[src/rtl/wb_trace_buffer_if.sv]
// Trace stream from the writeback trace buffer to its consumer.
// The buffer drives head-entry fields and valid; the consumer drives ready.
interface wb_trace_buffer_if;
    logic        tr_valid;
    logic        tr_ready;
    logic [4:0]  tr_rd;
    logic [31:0] tr_data;
    logic [15:0] tr_seq;

    modport master (
        output tr_valid,
        output tr_rd,
        output tr_data,
        output tr_seq,
        input  tr_ready
    );

    modport slave (
        input  tr_valid,
        input  tr_rd,
        input  tr_data,
        input  tr_seq,
        output tr_ready
    );
endinterface

[src/rtl/wb_trace_buffer.sv]
// Captures CPU writeback events (rd, data, sequence number) into a FIFO
// and presents them on a valid/ready trace stream, with commit and drop counters.
module wb_trace_buffer #(
    parameter int DEPTH = 16
) (
    input  logic                       clk,
    input  logic                       reset,
    input  logic                       wb_reg_write,
    input  logic [4:0]                 wb_rd,
    input  logic [31:0]                wb_data,
    input  logic                       enable,
    input  logic                       flush,
    wb_trace_buffer_if.master          tr,
    output logic [31:0]                commit_count,
    output logic [15:0]                drop_count,
    output logic                       full,
    output logic                       empty,
    output logic [$clog2(DEPTH):0]     level
);

    localparam int AW = $clog2(DEPTH);
    localparam int LW = AW + 1;
    localparam int EW = 5 + 32 + 16;

    logic [EW-1:0] mem [DEPTH];
    logic [AW-1:0] rd_ptr;
    logic [AW-1:0] wr_ptr;
    logic [EW-1:0] head;

    logic capture;
    logic pop;
    logic push;
    logic drop;

    assign capture = enable && wb_reg_write && (wb_rd != 5'd0);
    assign full    = (level == LW'(DEPTH));
    assign empty   = (level == '0);

    // Flush suppresses both sides of the FIFO for the cycle it is asserted.
    assign pop  = tr.tr_valid && tr.tr_ready && !flush;
    assign push = capture && (!full || pop) && !flush;
    assign drop = capture && full && !pop && !flush;

    assign head        = mem[rd_ptr];
    assign tr.tr_valid = !empty;
    assign tr.tr_rd    = empty ? 5'd0  : head[EW-1 -: 5];
    assign tr.tr_data  = empty ? 32'd0 : head[47:16];
    assign tr.tr_seq   = empty ? 16'd0 : head[15:0];

    always_ff @(posedge clk or negedge reset) begin
        if (!reset) begin
            rd_ptr       <= '0;
            wr_ptr       <= '0;
            level        <= '0;
            commit_count <= '0;
            drop_count   <= '0;
        end else begin
            if (capture) begin
                commit_count <= commit_count + 32'd1;
            end
            if (flush) begin
                rd_ptr     <= '0;
                wr_ptr     <= '0;
                level      <= '0;
                drop_count <= '0;
            end else begin
                if (push) begin
                    wr_ptr <= wr_ptr + AW'(1);
                end
                if (pop) begin
                    rd_ptr <= rd_ptr + AW'(1);
                end
                if (push && !pop) begin
                    level <= level + LW'(1);
                end else if (pop && !push) begin
                    level <= level - LW'(1);
                end
                if (drop && (drop_count != 16'hFFFF)) begin
                    drop_count <= drop_count + 16'd1;
                end
            end
        end
    end

    // Storage needs no reset: the head fields are masked whenever empty.
    always_ff @(posedge clk) begin
        if (push) begin
            mem[wr_ptr] <= {wb_rd, wb_data, commit_count[15:0]};
        end
    end

endmodule

[src/flat_wrapper.sv]
// flat-port wrapper written by rule: the top's interface ports become plain ports
module wb_trace_buffer_flat 
#(
    parameter int DEPTH = 16
)
  (clk, reset, wb_reg_write, wb_rd, wb_data, enable, flush, commit_count, drop_count, full, empty, level, tr_tr_valid, tr_tr_rd, tr_tr_data, tr_tr_seq, tr_tr_ready);
  wb_trace_buffer_if tr_i ();
  input  logic clk;
  input  logic reset;
  input  logic wb_reg_write;
  input  logic [4:0] wb_rd;
  input  logic [31:0] wb_data;
  input  logic enable;
  input  logic flush;
  output logic [31:0] commit_count;
  output logic [15:0] drop_count;
  output logic full;
  output logic empty;
  output logic [$clog2(DEPTH):0] level;
  output wire logic [$bits(tr_i.tr_valid)-1:0] tr_tr_valid;
  output wire logic [$bits(tr_i.tr_rd)-1:0] tr_tr_rd;
  output wire logic [$bits(tr_i.tr_data)-1:0] tr_tr_data;
  output wire logic [$bits(tr_i.tr_seq)-1:0] tr_tr_seq;
  input wire logic [$bits(tr_i.tr_ready)-1:0] tr_tr_ready;
  assign tr_tr_valid = tr_i.tr_valid;
  assign tr_tr_rd = tr_i.tr_rd;
  assign tr_tr_data = tr_i.tr_data;
  assign tr_tr_seq = tr_i.tr_seq;
  assign tr_i.tr_ready = tr_tr_ready;
  wb_trace_buffer #(.DEPTH(DEPTH)) u_core (.clk(clk), .reset(reset), .wb_reg_write(wb_reg_write), .wb_rd(wb_rd), .wb_data(wb_data), .enable(enable), .flush(flush), .tr(tr_i), .commit_count(commit_count), .drop_count(drop_count), .full(full), .empty(empty), .level(level));
endmodule
[config.mk]
export PLATFORM = sky130hd
export DESIGN_NAME = wb_trace_buffer_flat
export DESIGN_NICKNAME = d
export VERILOG_FILES = /design/src/rtl/wb_trace_buffer_if.sv /design/src/rtl/wb_trace_buffer.sv /design/src/flat_wrapper.sv
export SDC_FILE = /design/constraint.sdc
export NUM_CORES = 1
export LEC_CHECK = 0
export BUFFER_PORTS_ARGS = -buffer_cell sky130_fd_sc_hd__clkbuf_2
export CAP_MARGIN = 20
export CORE_MARGIN = 1
export CORE_UTILIZATION = 61
export DETAILED_ROUTE_END_ITERATION = 7
export PLACE_DENSITY_LB_ADDON = 0.3
export SYNTH_ARGS = -nofsm -noshare
export SYNTH_HDL_FRONTEND = slang
export SYNTH_SLANG_ARGS = --single-unit
[constraint.sdc]
create_clock -name clk -period 8.24 [get_ports clk]
set_input_delay 0.412 -clock clk [delete_from_list [all_inputs] [get_ports clk]]
set_output_delay 0.412 -clock clk [all_outputs]
set_load 0.01 [all_outputs]
Word-level counts from Yosys, hierarchy flattened
Memory sizes are Yosys's and may differ from the RTL's.
Index checks and enable logic that the tools add are counted.
{"block": "totals", "ramBits": 848, "n_memories": 1, "reg_bits": 61, "in_bits": 43, "output_inout_bits": 109, "word_cells": 52}
{"memory": "u_core.mem", "depth": 16, "width": 53, "read_ports": 1, "rd_ports_with_merged_regs": 0, "wr": 1, "line_no": "wb_trace_buffer.sv:25", "source": "logic [EW-1:0] mem [DEPTH];"}
{"block": "classes", "n_eq_ne": 2, "n_reduce_logical": 24, "add_sub_neg": 6, "muxes": 14}
{"op": "$mux 16", "n": 3}
{"op": "$add 32x1->32 const B", "n": 1}
{"op": "$mux 32", "n": 1}
{"op": "$mux 5", "n": 4}
{"op": "$add 16x1->16 const B", "n": 1}
{"op": "$mux 4", "n": 4}
{"op": "$ne 16x16->1 const B", "n": 1}
{"op": "$logic_and 1x1->1", "n": 12}
{"op": "$add 4x1->4 const B", "n": 2}
{"op": "$reduce_bool 2->1", "n": 3}
{"op": "$add 5x1->5 const B", "n": 1}
{"op": "$eq 5x5->1 const B", "n": 1}
{"op": "$logic_not 1->1", "n": 5}
{"op": "$logic_not 5->1", "n": 1}
{"op": "$reduce_bool 5->1", "n": 1}
{"op": "$sub 5x1->5 const B", "n": 1}
{"op": "$reduce_bool 3->1", "n": 1}
{"op": "$mux 1", "n": 2}
{"op": "$logic_or 1x1->1", "n": 1}

Longest topological paths before layout
{"block": "logic_depth", "word_depth": 12, "ltp_mapped": 11, "depth_no_buf": 10}

Least setup slack after synthesis
No wires, ideal clock.
{"block": "synth_path", "path_type": "input port to flip-flop", "start": "in wb_rd[1]", "end": "mem u_core.mem[11][0] in the netlist's numbering (enable)", "path_slack_ns": 1.134, "arrival_ns": 6.492, "path_stages": 5, "required_time_ns": 7.626, "n_path_buf": 1, "setup_time_ns": 0.614, "path_cell_list": "inv_1 a21oi_1 buf_2 nand3_1 nor4b_1"}
{"block": "synth_between", "elab_chain_cells": 6}
{"item": "start: declaration", "line_no": "flat_wrapper.sv:11", "source": "input logic [4:0] wb_rd;"}
{"item": "$reduce_bool 5->1", "line_no": "wb_trace_buffer.sv:35", "source": "assign capture = enable && wb_reg_write && (wb_rd != 5'd0);"}
{"item": "$logic_and 1x1->1", "line_no": "wb_trace_buffer.sv:35"}
{"item": "$logic_and 1x1->1 (2 in a row)", "line_no": "wb_trace_buffer.sv:41", "source": "assign push = capture && (!full || pop) && !flush;"}
{"item": "$mux 1", "line_no": "wb_trace_buffer.sv:87", "source": "if (push) begin"}
{"item": "$mux 1 (implied by the code)", "line_no": "wb_trace_buffer.sv:88", "source": "mem[wr_ptr] <= {wb_rd, wb_data, commit_count[15:0]};"}
{"item": "end: declaration", "line_no": "wb_trace_buffer.sv:25"}
Every way passes these cells.

Final worst setup path
{"block": "layout_path", "start": "reg u_core.rd_ptr[1]", "end": "out tr_tr_rd[2]"}
{"block": "layout_between", "elab_chain_cells": 2}
{"item": "start: declaration", "line_no": "wb_trace_buffer.sv:26", "source": "logic [AW-1:0] rd_ptr;"}
{"item": "start signal: assignment", "line_no": "wb_trace_buffer.sv:71", "source": "rd_ptr <= rd_ptr + AW'(1);"}
{"item": "$mem_v2 16x53"}
{"item": "$mux 5", "line_no": "wb_trace_buffer.sv:46", "source": "assign tr.tr_rd = empty ? 5'd0 : head[EW-1 -: 5];"}
{"item": "end: declaration", "line_no": "flat_wrapper.sv:21", "source": "output wire logic [$bits(tr_i.tr_rd)-1:0] tr_tr_rd;"}
Every way passes these cells.

==> results.md <==
- Number of global-route vias before repair: 17700
- Mux contribution to synthesized area: 0.1727
- Die Y: ~240 um
- Design Power: 11.12 mW
- Most common cell after layout, fill and taps aside: edfxtp_1
- Final Hold Fails: 0
- HP Class: primary input to flip-flop
- Placed cell count: 2439
- Remaining antenna violation count: 0
- Tcrit/Tclk final: 0.5578
- Synth Register Bits: approximately 910
- Outcome: finished, final reports clean
- Avg Inst Size Synth: roughly 23 um^2
- Worst-Skew Late Latency: roughly 0.64 ns
- Synth Flop Type: edfxtp_1
- Syn. warnings: 0
- Detailed Routing Iterations Pass 1: 5
- Startpoint Class: flip-flop
- Post-Synth Adder-Cell Area: 0.004418
- Leakage: ~13 nW
- Port bufs: 151
- RR Startpoint: u_core.level[0]
- Setup CP Type: flip-flop to output port
- Starting density of the core: 0.6185
- Residual DRC: 0
- CTS Buffer Depth: 3
- Synthesized net count: about 1600
- Min-delay src: wb_data[15]
- H-tree lvl count: 3
- Post-synth EDFFs: 848
- Critical Path RT: 7.83 ns
- Remaining Overflow, GRT: 0
- RD Place Congestion: 0.7787
- Fraction of registers with async set/reset: 0.06711
- Clk_skew: 0.02615 ns
- Final min period: 4.596 ns
- Share of layout cells above drive strength 1: 0.3036
- Worst-case reg-to-reg path depth: 6
- Slew Viols, Final: 0
- CTS root buf: clkbuf_16
- Total of max-cap violations: 0
- Area Growth Syn to Fin: 12.20%
- Rel. slew slack: 0.2366
- Largest family of logic cells by synthesized area: multiplexers
- I/O pin count: roughly 150
- Clk slew on worst S/H paths: 0.06 ns
- WHS Endpoint: u_core.mem[12][31]
- Max Fanout on Critical Path: 77
- Synth Area in XOR/XNOR: 0.009573
- Maximum vdd ir drop: between 0.15 and 0.2 mV
- Total GRT Usage: 0.2718
- Num CTS Buffers: 89
- Pin count of the biggest net entering global routing: 102
- First-pass GRT wire length: 115800 um
- Final instance area: between 0.04 and 0.05 mm^2
- Slew @ Worst Pin: 1.145 ns
- Setup TNS: 0 ns
- RR Endpoint: u_core.mem[4][19]
- Pwr dens: between 200 and 300 mW/mm^2
- Overall via count from detail_route: 17210
- Register-to-register setup slack: approximately 5 ns
- Hpwl dp: 37160 um
- CTS sink cnt: 909
- Seq/Total Area, Yosys: 0.7564
- Max Clk Rate: approximately 0.22 GHz
- Via/cell ratio: approximately 6.6
- Die X: 243.9 um
- Die footprint: 0.05947 mm^2
- Crit end category: output port
- Post-CTS Setup Bufs: 0
- DR WL/cell: 30.24 um
- WHS Path Cells: 1
- DRT Wirelength: 78830 um
- Most frequent cells in the layout: 848 x edfxtp_1, 230 x mux4_2, 150 x clkbuf_2, 90 x clkbuf_16, 58 x and2_1
- Final non-filler cell total: 2607
- Worst Path Arrival: 4.18 ns
- Dpl cell area: between 0.03 and 0.04 mm^2
- Netlist cell types: 52
- Area of the mapped netlist: 0.03568 mm^2
- Unrepaired setup endpoints after global routing: false
- Synth Area in Compound Gates: 0.007784
- Core ar.: 0.05770 mm^2
- Mapped Cells: 1569
- Nets@finish: around 1800
- Detailed Route Iter0 Violations: 1853
- Synth Area in Simple Gates: 0.03401
- Initial antenna violation count: 5
- Num rows: approximately 90
- CTS tree: done
- Final setup fails: 0
[worst max-delay path: stages (launching register included)]
cell,delay (ns)
dfrtp_4,1.13
buf_4,0.93
mux4_2,0.43
mux4_2,0.47
and2_1,0.23
clkbuf_2,0.15
[flip-flops by register name, indices dropped and copies added (netlist names)]
signal and cells:
u_core.commit_count 32, u_core.mem 848, u_core.wr_ptr 4, u_core.drop_count 16
u_core.rd_ptr 4, u_core.level 5
[cells in the mapped netlist, types with 3 or more instances]
library cell / count / area, um^2
a21oi_1: 18 / 90.09
nand3_1: 25 / 125.1
buf_1: 5 / 18.77
buf_6: 3 / 33.78
mux2i_1: 3 / 30.03
nand2_1: 30 / 112.6
nor3_1: 8 / 40.04
ha_1: 11 / 137.6
dfrtp_1: 61 / 1526
mux4_1: 35 / 919.6
clkbuf_1: 39 / 146.4
nor4_1: 3 / 18.77
nand4_1: 11 / 68.82
o21ai_0: 10 / 50.05
mux4_2: 230 / 5180
or4_1: 4 / 30.03
a211oi_1: 3 / 22.52
and3_1: 10 / 62.56
xnor2_1: 25 / 219.0
inv_1: 7 / 26.28
buf_12: 11 / 220.2
and4_1: 7 / 61.31
buf_4: 5 / 37.54
nor2_1: 24 / 90.09
o31ai_1: 4 / 30.03
edfxtp_1: 848 / 25460
buf_2: 11 / 55.05
and2_1: 64 / 400.4
xor2_1: 14 / 122.6
or3_1: 11 / 68.82
[metal layers]
metal	routed length, um	up-vias	global-route usage	part of all wire
li1	-	7020	-	-
met1	30680	9148	0.3869	0.39
met2	40060	913	0.4404	0.51
met3	6175	127	0.04142	0.078
met4	1882	4	0.08879	0.024
met5	32	-	0	0.00041
[logic make-up (layout without fill, tap and decap cells)]
| family | Yosys count | in the layout |
|---|---|---|
| simple gates | 212 | 212 |
| fa+ha+maj | 12 | 12 |
| flops | 909 | 909 |
| compound gates | 45 | 45 |
| buf+inv | 81 | 353 |
| xor+xnor | 39 | 39 |
| mux | 271 | 271 |
| other cells | 0 | 1 |
[power by group]
part,switching [mW],total (mW),leakage [nW],internal (mW)
Sequential,0.201,5.35,8.59,5.15
Combinational,0.902,1.83,3.10,0.927
Clock,1.69,3.94,1.37,2.25
[area by class of cell]
class / count / area [um^2]
fill: 3446 / 17660
multi-input combinational: 579 / 8235
timing repair buffer: 180 / 988.4
sequential: 909 / 27010
clock inverter: 41 / 397.9
antenna: 1 / 2.502
tap: 765 / 957.2
clock buffer: 125 / 2424
inverter: 7 / 26.28
[stage by stage]
stage          hold slack (ns)  worst slack [ns]    util
6_report                0.1821             3.644  0.6939
5_1_grt                 0.1959             3.560  0.6939
4_1_cts                 0.1495             3.671  0.6939
3_5_place_dp            0.4666             4.349  0.6448
3_3_place_gp            0.4636             4.394  0.6448
2_1_floorplan           0.1164             1.134       -
[worst max path at each step]
stage | to | start | slack, ns | cells after the start
floorplan | u_core.mem[11][0] | wb_rd[1] | 1.13 | 5
global route | tr_tr_rd[2] | u_core.rd_ptr[1] | 3.56 | 5
detailed placement | tr_tr_rd[0] | u_core.rd_ptr[1] | 4.35 | 5
finish | tr_tr_rd[2] | u_core.rd_ptr[1] | 3.64 | 5
CTS | tr_tr_rd[2] | u_core.rd_ptr[1] | 3.67 | 5
global placement | tr_tr_seq[15] | u_core.rd_ptr[0] | 4.39 | 5
[timing repair]
action	in CTS	in global routing
hold endpoints to repair	61	0
gates resized for setup	0	0
hold buffers	1	0
(Power assumes the default switching activity.)
